`config.mk`:
```
export PLATFORM = sky130hd
export DESIGN_NAME = logic_unit_pipe
export DESIGN_NICKNAME = d
export VERILOG_FILES = /design/src/rtl/logic_unit_pkg.sv /design/src/rtl/logic_unit_core.sv /design/src/rtl/logic_unit_pipe.sv
export SDC_FILE = /design/constraint.sdc
export NUM_CORES = 1
export LEC_CHECK = 0
export CELL_PAD_IN_SITES_DETAIL_PLACEMENT = 1
export CELL_PAD_IN_SITES_GLOBAL_PLACEMENT = 1
export CORE_ASPECT_RATIO = 0.9
export CORE_MARGIN = 2
export CORE_UTILIZATION = 38
export CTS_CLUSTER_DIAMETER = 80
export DETAILED_ROUTE_END_ITERATION = 6
export PLACE_DENSITY = 0.88
export SLEW_MARGIN = 15
export SYNTH_ARGS = -nofsm -noshare
export SYNTH_HDL_FRONTEND = slang
export SYNTH_SLANG_ARGS = --single-unit
```
`constraint.sdc`:
```
create_clock -name clk -period 1.34 [get_ports clk]
set_input_delay 0.268 -clock clk [delete_from_list [all_inputs] [get_ports clk]]
set_output_delay 0.268 -clock clk [all_outputs]
set_load 0.02 [all_outputs]
```
`src/rtl/logic_unit_pkg.sv`:
```
// Shared definitions for the pipelined logic unit: opcode width and opcode encodings.
// Opcodes 000-011 keep the legacy {s0,s1} meaning of the original 8-bit unit.
package logic_unit_pkg;

  // Opcode width; the core decode assumes exactly 3 bits.
  localparam int unsigned OP_W = 3;

  localparam logic [OP_W-1:0] OP_OR   = 3'b000;
  localparam logic [OP_W-1:0] OP_AND  = 3'b001;
  localparam logic [OP_W-1:0] OP_XOR  = 3'b010;
  localparam logic [OP_W-1:0] OP_NOTX = 3'b011;
  localparam logic [OP_W-1:0] OP_NOR  = 3'b100;
  localparam logic [OP_W-1:0] OP_NAND = 3'b101;
  localparam logic [OP_W-1:0] OP_XNOR = 3'b110;
  localparam logic [OP_W-1:0] OP_PASS = 3'b111;

endpackage

```
`src/rtl/logic_unit_core.sv`:
```
// Purely combinational WIDTH-bit logic function: (x, y, op) -> result.
module logic_unit_core
  import logic_unit_pkg::*;
#(
  parameter int unsigned WIDTH = 8
) (
  input  logic [WIDTH-1:0] i_x,
  input  logic [WIDTH-1:0] i_y,
  input  logic [OP_W-1:0]  i_op,
  output logic [WIDTH-1:0] o_res
);

  // Decode the opcode into one bitwise operation.
  always_comb begin
    o_res = '0;
    unique case (i_op)
      OP_OR:   o_res = i_x | i_y;
      OP_AND:  o_res = i_x & i_y;
      OP_XOR:  o_res = i_x ^ i_y;
      OP_NOTX: o_res = ~i_x;
      OP_NOR:  o_res = ~(i_x | i_y);
      OP_NAND: o_res = ~(i_x & i_y);
      OP_XNOR: o_res = ~(i_x ^ i_y);
      OP_PASS: o_res = i_x;
      default: o_res = '0;
    endcase
  end

endmodule

```
`src/rtl/logic_unit_pipe.sv`:
```
// Two-stage valid/ready pipelined logic unit with result flags.
// S1 registers the core result on accept; S2 registers it onto f and drives out_valid.
// Flags are decoded from the registered f only, so they never see operand X's.
// Optional accumulator (use_acc port, y replaced by last result) under LOGIC_UNIT_PIPE_ACC_EN.
module logic_unit_pipe #(
  parameter int unsigned WIDTH = 8,
  // Fixed at 3; the core decode is written for 3-bit opcodes.
  parameter int unsigned OP_W  = 3
) (
  input  logic             clk,
  input  logic             rst_n,
  input  logic             in_valid,
  output logic             in_ready,
  input  logic [WIDTH-1:0] x,
  input  logic [WIDTH-1:0] y,
  input  logic [OP_W-1:0]  op,
`ifdef LOGIC_UNIT_PIPE_ACC_EN
  input  logic             use_acc,
`endif
  output logic             out_valid,
  input  logic             out_ready,
  output logic [WIDTH-1:0] f,
  output logic             zero,
  output logic             ones,
  output logic             parity
);

  import logic_unit_pkg::*;

  logic             w_accept;
  logic             w_adv2;
  logic [WIDTH-1:0] w_y_eff;
  logic [WIDTH-1:0] w_res;

  logic             r_s1_v;
  logic [WIDTH-1:0] r_s1_res;
  logic             r_out_valid;
  logic [WIDTH-1:0] r_f;

  // S1 moves into S2 whenever S2 is empty or being drained this cycle.
  assign w_adv2   = r_s1_v && (!r_out_valid || out_ready);
  assign in_ready = !r_s1_v || w_adv2;
  assign w_accept = in_valid && in_ready;

`ifdef LOGIC_UNIT_PIPE_ACC_EN
  logic [WIDTH-1:0] r_acc;

  assign w_y_eff = use_acc ? r_acc : y;

  // Accumulator follows every accepted result, independent of output backpressure.
  always_ff @(posedge clk or negedge rst_n) begin
    if (!rst_n) begin
      r_acc <= '0;
    end else if (w_accept) begin
      r_acc <= w_res;
    end
  end
`else
  assign w_y_eff = y;
`endif

  logic_unit_core #(
    .WIDTH (WIDTH)
  ) u_core (
    .i_x   (x),
    .i_y   (w_y_eff),
    .i_op  (op[2:0]),
    .o_res (w_res)
  );

  // Stage 1: capture the result of an accepted beat; empty out when it advances alone.
  always_ff @(posedge clk or negedge rst_n) begin
    if (!rst_n) begin
      r_s1_v   <= 1'b0;
      r_s1_res <= '0;
    end else if (w_accept) begin
      // Also covers simultaneous accept/advance: S1 stays full with the new beat.
      r_s1_v   <= 1'b1;
      r_s1_res <= w_res;
    end else if (w_adv2) begin
      r_s1_v   <= 1'b0;
    end
  end

  // Stage 2: load from S1 on advance; drop valid once consumed; hold f while stalled.
  always_ff @(posedge clk or negedge rst_n) begin
    if (!rst_n) begin
      r_out_valid <= 1'b0;
      r_f         <= '0;
    end else if (w_adv2) begin
      r_out_valid <= 1'b1;
      r_f         <= r_s1_res;
    end else if (out_ready) begin
      r_out_valid <= 1'b0;
    end
  end

  assign out_valid = r_out_valid;
  assign f         = r_f;
  assign zero      = (r_f == '0);
  assign ones      = &r_f;
  assign parity    = ^r_f;

endmodule
```
==> impl_metrics.tcl, run 1 <==
set metrics [dict create \
    grt_pass1_vias 1589 \
    min_period_over_period_pct 126 \
    cp-end-kind "output pin" \
    cts.path.max_buffers 2 \
    p_leak_nw 1.11 \
    route.detailed.drc 0 \
    die_area_sq_um 4600 \
    min_path_type "in -> async" \
    finalWorstSetupSlack_ns -0.351 \
    yosys_warnings 0 \
    ir_drop_mv 0.543 \
    layout-drive-gt1-share_pct 66.7 \
    p_sw_mw 1.14 \
    syn-cell-area_sq_um 1550 \
    clock_power_share_pct 14.5 \
    finalInstanceArea_sq_um 2430 \
    design.core.area_sq_um 3810 \
    share_seq_of_total_power_pct 25.3 \
    via_per_inst 5.11 \
    initial_core_util_pct 40.6 \
    dp_slack_ns -0.631 \
    syn2layout_area_growth_pct 57.2 \
    final_nets 264 \
    rows 21 \
    synth_seq_cells 18 \
    wl_um 4340 \
    stdcell_count 262 \
    cpMaxStageDelayCell "dfrtp_2" \
    cts_root_buffer "clkbuf_8" \
    synth_cell_types 29 \
    dp_cells 255 \
    fmax_ghz 0.591 \
    cp-start-kind "register" \
    crit_chain "inv_2 -> ha_4 -> xor2_4 -> xnor2_2 -> buf_4" \
    die_w_um 71.3 \
    mostFrequentLayoutCell "buf_4" \
    die_h_um 64.5 \
    min_period_ns 1.69 \
    synth_seq_area_share_pct 29.1 \
    track_usage_pct 20.3 \
    violations "setup timing" \
    io_buffers 35 \
    power_density_nw_per_um2 1260 \
    tns_ns -0.702 \
    cts_tree "built" \
    synthCells 154 \
    slew_viol_final 0 \
    cts_hold_buf 0 \
    status "finished with violations" \
    syn_avg_cell_area_sq_um 10.1 \
    critPathMaxFanout 2 \
    detail-route-antenna-nets 0 \
    antenna_found_initial 0 \
    power_frac_comb_pct 60.2 \
    wl_per_cell_um 16.5 \
    crit_arrival_ns 1.42 \
    pin_count 36 \
    grt_max_degree 19 \
    routabilityCongestion 0.744 \
    finClkSkew_ns 0.00380 \
    finalHoldViolations 0 \
    placed_cell_area_sq_um 2290 \
    p_sw_share_pct 37.0 \
    first_iter_violations 11 \
    final_cell_mix "21 x buf_4, 20 x inv_2, 12 x ha_4" \
    cts.sinks 18 \
    clock_latency_ns 0.26 \
    cap_violations 0 \
    tightest_slew_ns 0.277 \
    first_pass_iters 4 \
    path_clk_slew_ns 0.07 \
    cts_buffers 3 \
    internal_power_mw 1.94 \
    hpwl_um 3350 \
    vias 1340 \
    h-tree-depth 1 \
    crit_type "reg -> out" \
    cp.required_ns 1.07 \
    slowest_delay_ns 0.41 \
    slew_headroom_pct 81.5 \
    syn_nets 201 \
    finalSetupViolCount 3 \
    diodes 0 \
    grt-ovfl-total 0 \
    grt_pass1_wl_um 7250 \
    rsz0062_at_grt "yes" \
]
==> worst max-delay path: cells and delay by family (launching register included) <==
kind,cells,cell delay [ns]
buffers and inverters,2,0.23
XOR/XNOR,2,0.30
flip-flops,1,0.41
adder cells (fa/ha/maj),1,0.21
==> flip-flops by register name (all words and copies together), names as in the netlist <==
name / cells
r_s1_res: 8
out_valid: 1
f: 8
r_s1_v: 1
==> path summary, 6_finish.rpt <==
check | slack, ns | cells after the start | to | startpoint
setup / recovery | -0.35 | 5 | parity | f[5]
hold / removal | 0.36 | 2 | f[1] | rst_n
setup reg to reg | 0.07 | 5 | f[5] | out_valid
hold reg to reg | 0.49 | 2 | r_s1_res[7] | r_s1_res[7]
max in group asynchronous | 0.77 | 2 | f[0] | rst_n
min in group clk | 0.39 | 3 | out_valid | out_ready
==> metrics by stage <==
stage	power, mW	util [%]	hold WS, ns
floorplan	1.75	-	-0.0276
global placement	2.38	60.0	0.467
detailed placement	2.51	60.0	0.478
CTS	3.02	64.7	0.359
global route	3.28	63.8	0.377
finish	3.08	63.8	0.356
==> synth_stat cells (all sizes together) <==
master,instances,area [sq um]
inv,30,113
xor2,1,8.76
or3b,3,26.3
buf,4,32.5
nand2,10,37.5
and2,1,6.26
o311ai,3,26.3
o21ai,11,66.3
and2b,3,27.5
nor2b,6,37.5
and4,2,17.5
a21oi,3,26.3
mux4,5,116
ha,24,300
nand2b,6,37.5
clkbuf,1,3.75
or2,1,6.26
dfrtp,18,450
xnor2,7,61.3
o22ai,3,18.8
nand3b,1,7.51
a311o,3,30.0
mux2,8,90.1
==> per-layer routing <==
layer | GRT usage (%) | up-vias | share of wire [%]
li1 | - | 638 | -
met1 | 21.7 | 645 | 39
met2 | 39.6 | 44 | 55
met3 | 1.24 | 13 | 2.9
met4 | 10.1 | 0 | 3.2
met5 | 0 | - | 0
==> power groups by stage <==
stage / combinational (mW) / sequential [mW] / clock (mW)
finish: 1.85 / 0.778 / 0.447
detailed placement: 1.73 / 0.779 / 0
global route: 2.01 / 0.790 / 0.484
floorplan: 0.869 / 0.881 / 0
global placement: 1.62 / 0.759 / 0
CTS: 1.80 / 0.775 / 0.447
==> cell type report <==
class / instances / area, sq um
fill: 396 / 1380
multi-input combinational: 101 / 1220
timing repair buffer: 63 / 518
sequential: 18 / 460
inverter: 30 / 125
tap: 46 / 57.6
clock buffer: 4 / 55.1
==> what timing repair did <==
item                                    in CTS  in global routing
buffers inserted                             1                  1
endpoints found under the setup margin      21                 22
cloned                                       1                  0
pin swaps                                   24                 16
gates resized for setup                    112                 43
==> cell families (layout without fill, tap and decap cells) <==
group | Yosys count | after routing | share of synthesized area (%)
XOR/XNOR | 8 | 8 | 4.53
adder cells (fa/ha/maj) | 24 | 24 | 19.4
AO/OA/AOI/OAI | 23 | 23 | 10.8
multiplexers | 13 | 13 | 13.3
flip-flops | 18 | 18 | 29.1
AND/OR/NAND/NOR | 33 | 33 | 13.2
buffers and inverters | 35 | 97 | 9.62
Note: power is estimated with default switching activity, not from simulation.
==> inputs of run 2 (changes only) <==
--- a/config.mk
+++ b/config.mk
@@ -5,14 +5,15 @@
 export SDC_FILE = /design/constraint.sdc
 export NUM_CORES = 1
 export LEC_CHECK = 0
+export ABC_AREA = 1
 export CELL_PAD_IN_SITES_DETAIL_PLACEMENT = 1
 export CELL_PAD_IN_SITES_GLOBAL_PLACEMENT = 1
 export CORE_ASPECT_RATIO = 0.9
-export CORE_MARGIN = 2
+export CORE_MARGIN = 3
 export CORE_UTILIZATION = 38
 export CTS_CLUSTER_DIAMETER = 80
 export DETAILED_ROUTE_END_ITERATION = 6
-export PLACE_DENSITY = 0.88
+export PLACE_DENSITY = 0.9
 export SLEW_MARGIN = 15
 export SYNTH_ARGS = -nofsm -noshare
 export SYNTH_HDL_FRONTEND = slang
==> constraint.sdc (replaced) <==
create_clock -name clk -period 1.34 [get_ports clk]
set_input_delay 0.134 -clock clk [delete_from_list [all_inputs] [get_ports clk]]
set_output_delay 0.134 -clock clk [all_outputs]
set_load 0.02 [all_outputs]
==> run 2 against run 1 <==
  * Worst hold slack worse by 0.12 ns
  * Clock skew grew 0.0041 ns
  * Global-route usage increased by 2.0 points
  * Sequential share of layout area fell by 3.6 points
  * Sequential cell count is the same
  * Critical path depth unchanged
  * Non-clock buffer count rose by 26
  * Count of clock-buffer cells in the layout is the same
  * Via count is 66% higher
  * Sequential power barely moved
  * Combinational power rose by 21%
  * Critical endpoint unchanged
  * The flow still finishes with violations (setup timing)
==> impl_metrics.tcl, run 2 <==
set metrics [dict create \
    mostFrequentLayoutCell "nand2_1" \
    grt_max_degree 21 \
    vias 2224 \
    power_mw 3.45 \
    finalHoldViolations 0 \
    min_period_ns 1.56 \
    synth_flop_cell "dfrtp_1" \
    cp-end-kind "output pin" \
    finalInstanceArea_sq_um 3010 \
    p_sw_mw 1.36 \
    die_w_um 82.1 \
    die_h_um 74.5 \
    rr_endpoint "r_s1_res[7]" \
    cts.sinks 18 \
    syn_avg_cell_area_sq_um 7.02 \
    syn2layout_area_growth_pct 52.1 \
    syn_nets 329 \
    internal_power_mw 2.09 \
    initial_core_util_pct 40.2 \
    slowest_delay_ns 0.40 \
    r2r_slack_ns 0.26 \
    yosysTopAreaCellShare_pct 22.8 \
    grt_pass1_wl_um 10600 \
    cpMaxStageDelayCell "dfrtp_2" \
    routabilityCongestion 0.771 \
    cts_buffers 3 \
    finalSetupViolCount 2 \
    p_leak_nw 1.69 \
    clock_power_share_pct 12.8 \
    synthCells 282 \
    via_per_inst 5.21 \
    power_frac_comb_pct 64.6 \
    async_flop_share_pct 100 \
    yosys_warnings 0 \
    rsz0062_at_grt "yes" \
    power_density_nw_per_um2 1150 \
    synth_seq_area_share_pct 22.8 \
    crit_chain "inv_2 -> ha_4 -> xor2_2 -> xnor2_2 -> buf_4" \
    share_seq_of_total_power_pct 22.6 \
    regToRegStartpoint "out_valid" \
    synth.most_common_cell "nand2_1" \
    min_period_over_period_pct 116 \
    pin_count 36 \
    slew_headroom_pct 84.0 \
    whs_ns 0.237 \
    status "finished with violations" \
    detail-route-antenna-nets 0 \
    hpwl_um 4720 \
    crit_type "reg -> out" \
    antenna_found_initial 2 \
    tns_ns -0.312 \
    die_area_sq_um 6110 \
    min_path_type "in -> async" \
    cts_hold_buf 0 \
    first_iter_violations 110 \
    cp_num_buf_inv 2 \
    rows 24 \
    cp_num_cells 5 \
    grt_pass1_vias 2322 \
    final_nets 408 \
    first_pass_iters 4 \
    fmax_ghz 0.642 \
    ir_drop_mv 1.31 \
    cts.path.max_buffers 2 \
    tightest_slew_ns 0.239 \
    synth_enable_flop_cells 0 \
    multi_input_area_sq_um 1380 \
    syn-cell-area_sq_um 1980 \
    wl_um 6800 \
    synth_cell_types 23 \
    critPathMaxFanout 2 \
    cp_top_family "flip-flops" \
    final_cell_mix "86 x nand2_1, 47 x buf_4, 40 x nand4_1" \
    path_clk_slew_ns 0.07 \
    layout-drive-gt1-share_pct 34.4 \
    p_sw_share_pct 39.4 \
    wl_per_cell_um 15.9 \
    synth_seq_cells 18 \
    io_buffers 35 \
    cp.required_ns 1.21 \
    violations "setup timing" \
    yosysTopAreaCell "dfrtp_1" \
    synth.top_cells.by_count "88 x nand2_1, 42 x inv_1, 40 x nand4_1" \
    cts_root_buffer "clkbuf_8" \
    crit_arrival_ns 1.42 \
    h-tree-depth 1 \
    cts_tree "built" \
    grt-ovfl-total 0 \
    synth.area.top_cells "dfrtp_1 23%, nand2_1 17%, ha_1 15%" \
    placed_cell_area_sq_um 2730 \
    slew_viol_final 0 \
    final_util_pct 61.2 \
    finClkSkew_ns 0.00791 \
    route.detailed.drc 0 \
    design.core.area_sq_um 4920 \
    track_usage_pct 22.3 \
    seq_area_sq_um 460 \
    clock_latency_ns 0.25 \
    num-fill-cells 625 \
    cp-start-kind "register" \
    reg2reg_depth 6 \
    finalWorstSetupSlack_ns -0.218 \
    cap_violations 0 \
]
## run 2: cell count changes after synthesis, moves of 13 or more
cell	change
nand2_1	+78
nand4_1	+40
nor2_1	+16
inv_1	+13
## run 2: per-stage QoR
step	std cells	setup WS [ns]
3_5_place_dp	414	-0.544
6_report	427	-0.218
5_1_grt	427	-0.274
4_1_cts	420	-0.239
3_3_place_gp	414	-0.453
2_1_floorplan	282	0.00971
## run 2: layer usage
layer	track usage [%]	up-vias	share of wire, %
li1	-	1070	-
met1	26.0	1076	40
met2	41.5	60	53
met3	1.82	18	3.7
met4	9.41	0	3.4
met5	0	-	0
## run 2: worst max path at each step
stage / start / endpoint / slack [ns]
after global placement: f[6] / parity / -0.45
after floorplan: f[6] / parity / 0.01
after CTS: f[4] / parity / -0.24
after global routing: f[7] / parity / -0.27
final: f[3] / parity / -0.22
after detailed placement: f[7] / parity / -0.54
## run 2: logic make-up after synthesis
| logic type | count (synthesis) | share of synthesized area (%) |
|---|---|---|
| compound gates | 16 | 4.05 |
| xor+xnor | 3 | 1.33 |
| fa+ha+maj | 24 | 15.2 |
| buf+inv | 61 | 17.7 |
| flops | 18 | 22.8 |
| simple gates | 160 | 39.0 |
## run 2: cell type report
cell class,instances,share of cell area (%)
Timing Repair Buffer,89,27.9
Multi-Input combinational cell,203,45.8
Sequential cell,18,15.3
Clock buffer,4,1.83
Tap cell,65,2.70
Inverter,46,6.31
Antenna cell,2,0.166
## run 2: power by group through the flow
stage / combinational, mW / sequential (mW) / clock [mW]
floorplan: 0.914 / 0.889 / 0
global placement: 1.83 / 0.766 / 0
detailed placement: 1.95 / 0.784 / 0
CTS: 2.10 / 0.789 / 0.453
global route: 2.41 / 0.795 / 0.478
finish: 2.23 / 0.780 / 0.440
## run 2: what timing repair did
action                                  CTS  global route
endpoints found under the setup margin   15            11
resized for setup                        47            36
buffers inserted                          2             5
pin swaps                                 8             9
==> inputs of run 3 (changes only) <==
--- a/config.mk
+++ b/config.mk
@@ -5,7 +5,7 @@
 export SDC_FILE = /design/constraint.sdc
 export NUM_CORES = 1
 export LEC_CHECK = 0
-export ABC_AREA = 1
+export ABC_AREA = 0
 export CELL_PAD_IN_SITES_DETAIL_PLACEMENT = 1
 export CELL_PAD_IN_SITES_GLOBAL_PLACEMENT = 1
 export CORE_ASPECT_RATIO = 0.9
@@ -13,7 +13,7 @@
 export CORE_UTILIZATION = 38
 export CTS_CLUSTER_DIAMETER = 80
 export DETAILED_ROUTE_END_ITERATION = 6
-export PLACE_DENSITY = 0.9
+export PLACE_DENSITY = 0.88
 export SLEW_MARGIN = 15
 export SYNTH_ARGS = -nofsm -noshare
 export SYNTH_HDL_FRONTEND = slang
==> run 3 against run 2 <==
  * The run still ends with setup timing left
  * Count of clock-buffer cells in the layout fell by 1
  * Highest routed layer unchanged
  * Sequential power shrank 3.6%
  * Sequential share of layout area up 3.9 points
==> impl_metrics.tcl, run 3 (same netlist as run 1, synthesis figures left out) <==
set metrics [dict create \
    status "finished with violations" \
    violations "setup timing" \
    rr_endpoint "r_s1_res[0]" \
    final_cell_mix "28 x buf_4, 23 x dlygate4sd2_1, 18 x inv_1, 18 x dfrtp_1, 17 x ha_1" \
    route.detailed.drc 0 \
    grt_pass1_vias 1461 \
    min_period_over_period_pct 116 \
    finalHoldViolations 0 \
    p_sw_share_pct 37.9 \
    die_w_um 73.3 \
    h-tree-depth 1 \
    power_frac_comb_pct 60.7 \
    critPathMaxFanout 2 \
    initial_core_util_pct 40.6 \
    detail-route-antenna-nets 0 \
    cp.required_ns 1.21 \
    p_leak_nw 1.13 \
    grt_pass1_wl_um 6980 \
    ir_drop_mv 0.622 \
    clock_latency_ns 0.26 \
    antenna_found_initial 0 \
    final_nets 266 \
    whs_ns 0.217 \
    power_mw 2.88 \
    die_h_um 66.5 \
    crit_type "reg -> out" \
    cts_buffers 3 \
    r2r_slack_ns 0.04 \
    path_clk_slew_ns 0.07 \
    hpwl_um 3320 \
    regToRegStartpoint "out_valid" \
    vias 1358 \
    finClkSkew_ns 0.00458 \
    rsz0062_at_grt "yes" \
    cp-start-kind "register" \
    diodes 0 \
    fmax_ghz 0.645 \
    cpMaxStageDelayCell "dfrtp_1" \
    cts.path.max_buffers 2 \
    crit_chain "inv_2 -> ha_4 -> xor2_2 -> xnor2_2 -> buf_4" \
    design.core.area_sq_um 3810 \
    stdcell_count 263 \
    tns_ns -0.317 \
    first_iter_violations 22 \
    crit_arrival_ns 1.42 \
    share_seq_of_total_power_pct 26.1 \
    wl_per_cell_um 17.3 \
    p_sw_mw 1.09 \
    track_usage_pct 19.2 \
    min_path_type "in -> async" \
    reg2reg_depth 5 \
    io_buffers 35 \
    die_area_sq_um 4880 \
    cts.sinks 18 \
    finalWorstSetupSlack_ns -0.211 \
    layout-drive-gt1-share_pct 40.1 \
    routabilityCongestion 0.780 \
    mostFrequentLayoutCell "buf_4" \
    grt-ovfl-total 0 \
    grt_max_degree 19 \
    dp_slack_ns -0.556 \
    slowest_delay_ns 0.37 \
    finalInstanceArea_sq_um 2340 \
    crit_path_start "f[4]" \
    wl_um 4550 \
    tightest_slew_ns 0.405 \
    pin_count 36 \
    dp_cells 256 \
    cts_tree "built" \
    power_density_nw_per_um2 1230 \
    cap_violations 0 \
    slew_headroom_pct 72.9 \
    clock_power_share_pct 13.2 \
    cts_root_buffer "clkbuf_8" \
    placed_cell_area_sq_um 2130 \
    slew_viol_final 0 \
    min_period_ns 1.55 \
    cts_hold_buf 0 \
    crit_path_end "parity" \
    final_util_pct 61.5 \
    syn2layout_area_growth_pct 51.4 \
    via_per_inst 5.16 \
    internal_power_mw 1.79 \
    cp-end-kind "output pin" \
    first_pass_iters 4 \
    rows 21 \
    finalSetupViolCount 2 \
]
-- run 3: changes by cell type in the layout (fill, tap and decap cells not counted), sizes merged, moves of 6 or more --
cell / delta
buf: -24
dlygate4sd2: +14
dlymetal6s2s: -11
inv: -16
mux2: +8
nand2: -81
nand2b: +6
nand3: -9
nand4: -40
nor2: -20
nor2b: +6
-- run 3: routing by layer --
layer	part of all wire (%)	GRT usage (%)	vias up
met2	59	38.1	40
met4	2.7	9.22	0
met3	3.0	1.96	10
met5	0	0	-
met1	36	19.5	665
li1	-	-	643
-- run 3: what timing repair did --
action                                  CTS  global route
endpoints found under the setup margin   21             9
pin swaps                                15             8
buffers inserted                          3             0
gates cloned                              1             0
resized for setup                        69            13
-- run 3: critical path: cells and delay by family, from the launching register on --
family | cells | cell delay, ns
flip-flops | 1 | 0.37
XOR/XNOR | 2 | 0.31
buffers and inverters | 2 | 0.21
adder cells (fa/ha/maj) | 1 | 0.27
-- run 3: worst min path at each step --
stage | end | start | slack [ns]
after floorplan | f[0] | rst_n | -0.16
after global routing | r_s1_res[0] | rst_n | 0.24
final | r_s1_v | rst_n | 0.22
after detailed placement | r_s1_res[6] | r_s1_res[6] | 0.48
after global placement | out_valid | r_s1_v | 0.46
after CTS | f[2] | rst_n | 0.23
-- run 3: area by class of cell --
class                   instances  area, sq um
clock buffers                   3         41.3
repair buffers                 65          561
multi-input cells             101         1120
flip-flops and latches         18          450
fillers                       412         1470
inverters                      30          113
well taps                      46         57.6
-- run 3: power groups by stage --
stage	Sequential [mW]	Clock (mW)	Combinational [mW]
2_1_floorplan	0.856	0	0.695
3_3_place_gp	0.737	0	1.42
3_5_place_dp	0.750	0	1.53
4_1_cts	0.748	0.382	1.73
5_1_grt	0.770	0.397	1.88
6_report	0.752	0.381	1.75
